File: config.mk
export PLATFORM = sky130hd
export DESIGN_NAME = kernel_run_ctrl
export DESIGN_NICKNAME = d
export VERILOG_FILES = /design/src/rtl/kernel_run_ctrl.sv
export SDC_FILE = /design/constraint.sdc
export NUM_CORES = 1
export LEC_CHECK = 0
export ABC_AREA = 0
export CORE_MARGIN = 4
export CORE_UTILIZATION = 40
export DETAILED_ROUTE_END_ITERATION = 10
export GPL_ROUTABILITY_DRIVEN = 0
export GPL_TIMING_DRIVEN = 0
export PLACE_DENSITY = 0.89
export SLEW_MARGIN = 20
export SYNTH_ARGS = -nofsm -noshare
export SYNTH_HDL_FRONTEND = slang
export SYNTH_SLANG_ARGS = --single-unit
File: constraint.sdc
create_clock -name ap_clk -period 8.7 [get_ports ap_clk]
set_input_delay 2.175 -clock ap_clk [delete_from_list [all_inputs] [get_ports ap_clk]]
set_output_delay 2.175 -clock ap_clk [all_outputs]
set_load 0.02 [all_outputs]
File: src/rtl/kernel_run_ctrl.sv
// kernel_run_ctrl
// Launch sequencer and dmem arbiter for one riscv_kernel instance.
//
// The host issues a run command. The block then:
//   - pulses the kernel start for START_CYCLES cycles,
//   - counts RUN cycles until the kernel reports done or the timeout expires,
//   - returns a status and cycle-count response.
// The kernel is parked under reset whenever the host owns the dmem port.
//
// state | meaning
// ------+--------------------------------------------------------------
// IDLE  | waiting for a command; kernel parked; host owns dmem
// START | kernel start held high for START_CYCLES cycles
// RUN   | kernel running and owns dmem; counting cycles
// RESP  | response presented; kernel parked; host owns dmem
//
// Ports:
//   ap_clk, ap_rst                 clock, synchronous active-high reset
//   cmd_*                          run command (valid/ready, timeout, 0 = none)
//   rsp_*                          response (valid/ready, status, cycles)
//   busy                           state is START or RUN
//   k_ap_*                         kernel start/reset/done/idle
//   k_dmem_*                       kernel dmem request / read data
//   h_dmem_*                       host dmem request, grant, read-valid, data
//   dmem_*                         physical single-port dmem, 1-cycle read
module kernel_run_ctrl #(
  parameter int START_CYCLES      = 2,
  parameter int TIMEOUT_W         = 16,
  parameter int AddressWidth_dmem = 5,
  parameter int DataWidth         = 32
) (
  input  logic                         ap_clk,
  input  logic                         ap_rst,
  input  logic                         cmd_valid,
  output logic                         cmd_ready,
  input  logic [TIMEOUT_W-1:0]         cmd_timeout,
  output logic                         rsp_valid,
  input  logic                         rsp_ready,
  output logic [1:0]                   rsp_status,
  output logic [31:0]                  rsp_cycles,
  output logic                         busy,
  output logic                         k_ap_start,
  output logic                         k_ap_rst,
  input  logic                         k_ap_done,
  input  logic                         k_ap_idle,
  input  logic [AddressWidth_dmem-1:0] k_dmem_address0,
  input  logic                         k_dmem_ce0,
  input  logic                         k_dmem_we0,
  input  logic [DataWidth-1:0]         k_dmem_d0,
  output logic [DataWidth-1:0]         k_dmem_q0,
  input  logic                         h_dmem_req,
  input  logic                         h_dmem_we,
  input  logic [AddressWidth_dmem-1:0] h_dmem_addr,
  input  logic [DataWidth-1:0]         h_dmem_d,
  output logic                         h_dmem_gnt,
  output logic                         h_dmem_rvalid,
  output logic [DataWidth-1:0]         h_dmem_q,
  output logic [AddressWidth_dmem-1:0] dmem_address0,
  output logic                         dmem_ce0,
  output logic                         dmem_we0,
  output logic [DataWidth-1:0]         dmem_d0,
  input  logic [DataWidth-1:0]         dmem_q0
);

  typedef enum logic [1:0] {
    S_IDLE  = 2'd0,
    S_START = 2'd1,
    S_RUN   = 2'd2,
    S_RESP  = 2'd3
  } state_t;

  localparam logic [7:0] START_LAST = 8'(START_CYCLES - 1);

  state_t               state_q, state_d;
  logic [7:0]           start_cnt_q, start_cnt_d;
  logic [31:0]          cnt_q, cnt_d;
  logic [TIMEOUT_W-1:0] timeout_q, timeout_d;
  logic [1:0]           status_q, status_d;
  logic                 rvalid_q;
  logic [31:0]          cnt_now;
  logic                 host_win;
  logic                 unused_idle;

  assign unused_idle = k_ap_idle;

  // Value of the counter "in" the current RUN cycle: the first RUN cycle reads 1.
  assign cnt_now = (cnt_q == 32'hFFFF_FFFF) ? cnt_q : cnt_q + 32'd1;

  always_ff @(posedge ap_clk) begin
    if (ap_rst) begin
      state_q     <= S_IDLE;
      start_cnt_q <= '0;
      cnt_q       <= '0;
      timeout_q   <= '0;
      status_q    <= '0;
      rvalid_q    <= 1'b0;
    end else begin
      state_q     <= state_d;
      start_cnt_q <= start_cnt_d;
      cnt_q       <= cnt_d;
      timeout_q   <= timeout_d;
      status_q    <= status_d;
      rvalid_q    <= h_dmem_gnt & ~h_dmem_we;
    end
  end

  always_comb begin
    state_d     = state_q;
    start_cnt_d = start_cnt_q;
    cnt_d       = cnt_q;
    timeout_d   = timeout_q;
    status_d    = status_q;
    unique case (state_q)
      S_IDLE: begin
        if (cmd_valid) begin
          timeout_d   = cmd_timeout;
          cnt_d       = '0;
          start_cnt_d = '0;
          state_d     = S_START;
        end
      end
      S_START: begin
        start_cnt_d = start_cnt_q + 8'd1;
        if (start_cnt_q == START_LAST) state_d = S_RUN;
      end
      S_RUN: begin
        cnt_d = cnt_now;
        if (k_ap_done) begin
          status_d = 2'b00;
          state_d  = S_RESP;
        end else if ((timeout_q != '0) && (cnt_now == 32'(timeout_q))) begin
          status_d = 2'b01;
          state_d  = S_RESP;
        end
      end
      S_RESP: begin
        if (rsp_ready) state_d = S_IDLE;
      end
      default: state_d = S_IDLE;
    endcase
  end

  assign cmd_ready  = (state_q == S_IDLE);
  assign rsp_valid  = (state_q == S_RESP);
  assign busy       = (state_q == S_START) || (state_q == S_RUN);
  assign k_ap_start = (state_q == S_START);
  assign k_ap_rst   = (state_q == S_IDLE) || (state_q == S_RESP);
  assign rsp_status = status_q;
  assign rsp_cycles = cnt_q;

  // The host owns dmem only while the kernel is parked under reset.
  assign host_win      = (state_q == S_IDLE) || (state_q == S_RESP);
  assign h_dmem_gnt    = host_win & h_dmem_req;
  assign h_dmem_rvalid = rvalid_q;

  assign dmem_address0 = h_dmem_gnt ? h_dmem_addr : k_dmem_address0;
  assign dmem_ce0      = h_dmem_gnt ? 1'b1        : k_dmem_ce0;
  assign dmem_we0      = h_dmem_gnt ? h_dmem_we   : k_dmem_we0;
  assign dmem_d0       = h_dmem_gnt ? h_dmem_d    : k_dmem_d0;
  assign k_dmem_q0     = dmem_q0;
  assign h_dmem_q      = dmem_q0;

endmodule

==> metrics.txt <==
vias after detailed routing 5648; post-CTS setup repair buffer count 0; Worst Path Buf+Inv 4; Met2 Routed Length 8370 um; Synth Area per Inst 7.57 sq um; highest-delay cell along the critical path clkdlybuf4s50_1; RSZ-0062 raised after global routing no; Syn. warnings 0; most frequent cells in the layout clkdlybuf4s50_1 (241), nand2_1 (65), buf_4 (65), a21oi_1 (60), dfxtp_1 (60); Netlist cell types 61; Die Area 13600 sq um; r2r setup slk 4.45 ns; CP max FO 10; vias per cell 5.51; final period utilization 76.1%; crit path time final 6.62 ns; Worst Path Arrival 4.44 ns; PortBufs 241; Die Y 117 um; initial antenna violation count 0; vias in the first global route 5284; Final Hold Vio Count 0; clk root buf clkbuf_16; H-tree depth 3; status completed; dpl hpwl 14100 um; # DRC 0; worst slew pin tran 1.05 ns; #FFs+latches synth 60; Synth area leaders dfxtp_1 (25%), buf_4 (10%), mux2_2 (9.3%); starting density of the core 41.1%; top sig layer met4; Register Area 1200 sq um; CP endpoint kind primary output; Worst path max stage delay 0.56 ns; Iteration-0 DRC Markers 624; layout cells sized above 1 15.6%; Critical Path Start Type input port; Final Setup Violations 0; Detail Route Antenna Nets 0; CTS tree built; Core Area 11500 sq um; LEAKAGE 2.77 nW; multi-input logic area 2830 sq um; asr flop ratio synth 0%; die width 117 um; Worst Hold Class reg -> reg; top_reg_cell synth dfxtp_1; FMAX 151 MHz; max-slew violations 0; WL final 18100 um; Slew HR 29.0%; nets 1016; drt pass-1 iters 6; CP cell instances clkdlybuf4s50_1 -> nor2b_1 -> clkbuf_1 -> clkbuf_1 -> mux2_2 -> clkdlybuf4s50_1; delay-heaviest family, CP buffers and inverters; share of Yosys cell area claimed by the top area cell type 25.4%; Fin Clk Skew 0.00500 ns; largest net degree at the start of global routing 12; Req. time, crit path 6.53 ns; row cnt 39; Antenna Diode Count 0; sequential area share after synthesis 25.4%; pwr/cell area 196 nW/um^2; filler instances 964; setup TNS 0 ns; CTS Hold Bufs 0; max cap viols 0; met3 wire len 2030 um; clk slew on worst S/H paths 0.06 ns; cts repair resizes 0; total clock sinks 60; most common cell after layout, fill and taps aside clkdlybuf4s50_1; Post-synth EDFFs 0; Total GRT Usage 25.3%; first-pass GRT wire length 27100 um; final total power 0.00149 W; biggest area consumer among synthesized cells dfxtp_1; Routed WL per cell 17.6 um; worst skew pair latency 0.33 ns; peak supply drop 0.000160 V; Overflow after GRT 0; Syn Nets 764; number of I/O pins 276; Clock Path Buffers 2; CP Class in -> out; CTS buffer count 9; Gate Count Post-Synth 625; Mapped Area 4730 sq um; M1 WL 7060 um; P&R area growth vs syn 61.2%
==> path summary, 6_finish.rpt <==
path,from,to,depth (start not counted)
setup / recovery,h_dmem_req,dmem_d0[2],6
hold / removal,timeout_q[9],timeout_q[9],2
setup reg to reg,rsp_cycles[0],state_q[0],11
hold reg to reg,timeout_q[9],timeout_q[9],2
==> cell type report <==
class                           instances  share of cell area [%]
Multi-Input combinational cell        447                    37.1
Timing Repair Buffer                  241                    31.6
Sequential cell                        60                    15.8
Buffer                                104                    8.45
Clock buffer                           11                    3.18
Tap cell                              143                    2.35
Clock inverter                          5                   0.804
Inverter                               14                   0.689
==> state kept, by name, indices dropped and copies added (netlist names) <==
signal / count
rsp_status: 1
rsp_cycles: 32
timeout_q: 16
start_cnt_q: 8
state_q: 2
h_dmem_rvalid: 1
==> cells in the mapped netlist (all sizes together) (14+ instances only) <==
| master | n |
|---|---|
| a21oi | 60 |
| buf | 77 |
| clkbuf | 27 |
| dfxtp | 60 |
| inv | 14 |
| mux2 | 39 |
| nand2 | 65 |
| nand3 | 14 |
| nand4 | 17 |
| nor2 | 46 |
| nor3 | 14 |
| nor4 | 18 |
| o21ai | 44 |
| xnor2 | 17 |
==> cell families (layout without fill, tap and decap cells) <==
group	Yosys count	in the layout	share of synthesized area, %
AND/OR/NAND/NOR	219	219	23.7
AO/OA/AOI/OAI	153	153	19.7
buffers and inverters	118	375	14.7
flip-flops	60	60	25.4
multiplexers	42	42	9.92
XOR/XNOR	25	25	4.63
adder cells (fa/ha/maj)	7	7	1.85
other	1	1	0.0793
==> stage by stage <==
step	hold WS [ns]	worst slack [ns]	cells	util [%]	cell area, sq um
after floorplan	0.449	3.18	625	-	4730
after global placement	0.470	2.12	1009	63.6	7320
after detailed placement	0.479	2.09	1009	63.6	7320
after CTS	0.486	2.08	1025	66.2	7620
after global routing	0.517	1.94	1025	66.2	7620
final	0.484	2.08	1025	66.2	7620
==> worst min-delay path, stage by stage (launching register included) <==
cell	delay [ns]
dfxtp_1	0.32
nand2_1	0.06
a21oi_1	0.05
==> per-layer routing <==
metal | vias up | GRT usage, %
met5 | - | 0
met4 | 0 | 8.64
met3 | 65 | 7.93
met2 | 362 | 40.1
met1 | 2546 | 32.7
li1 | 2675 | -
==> power breakdown <==
group / internal [W] / total, W / switching, W
combinational: 0.000367 / 0.000803 / 0.000436
clock: 0.000230 / 0.000363 / 0.000134
sequential: 0.000298 / 0.000328 / 0.0000299
(Power assumes the default switching activity.)
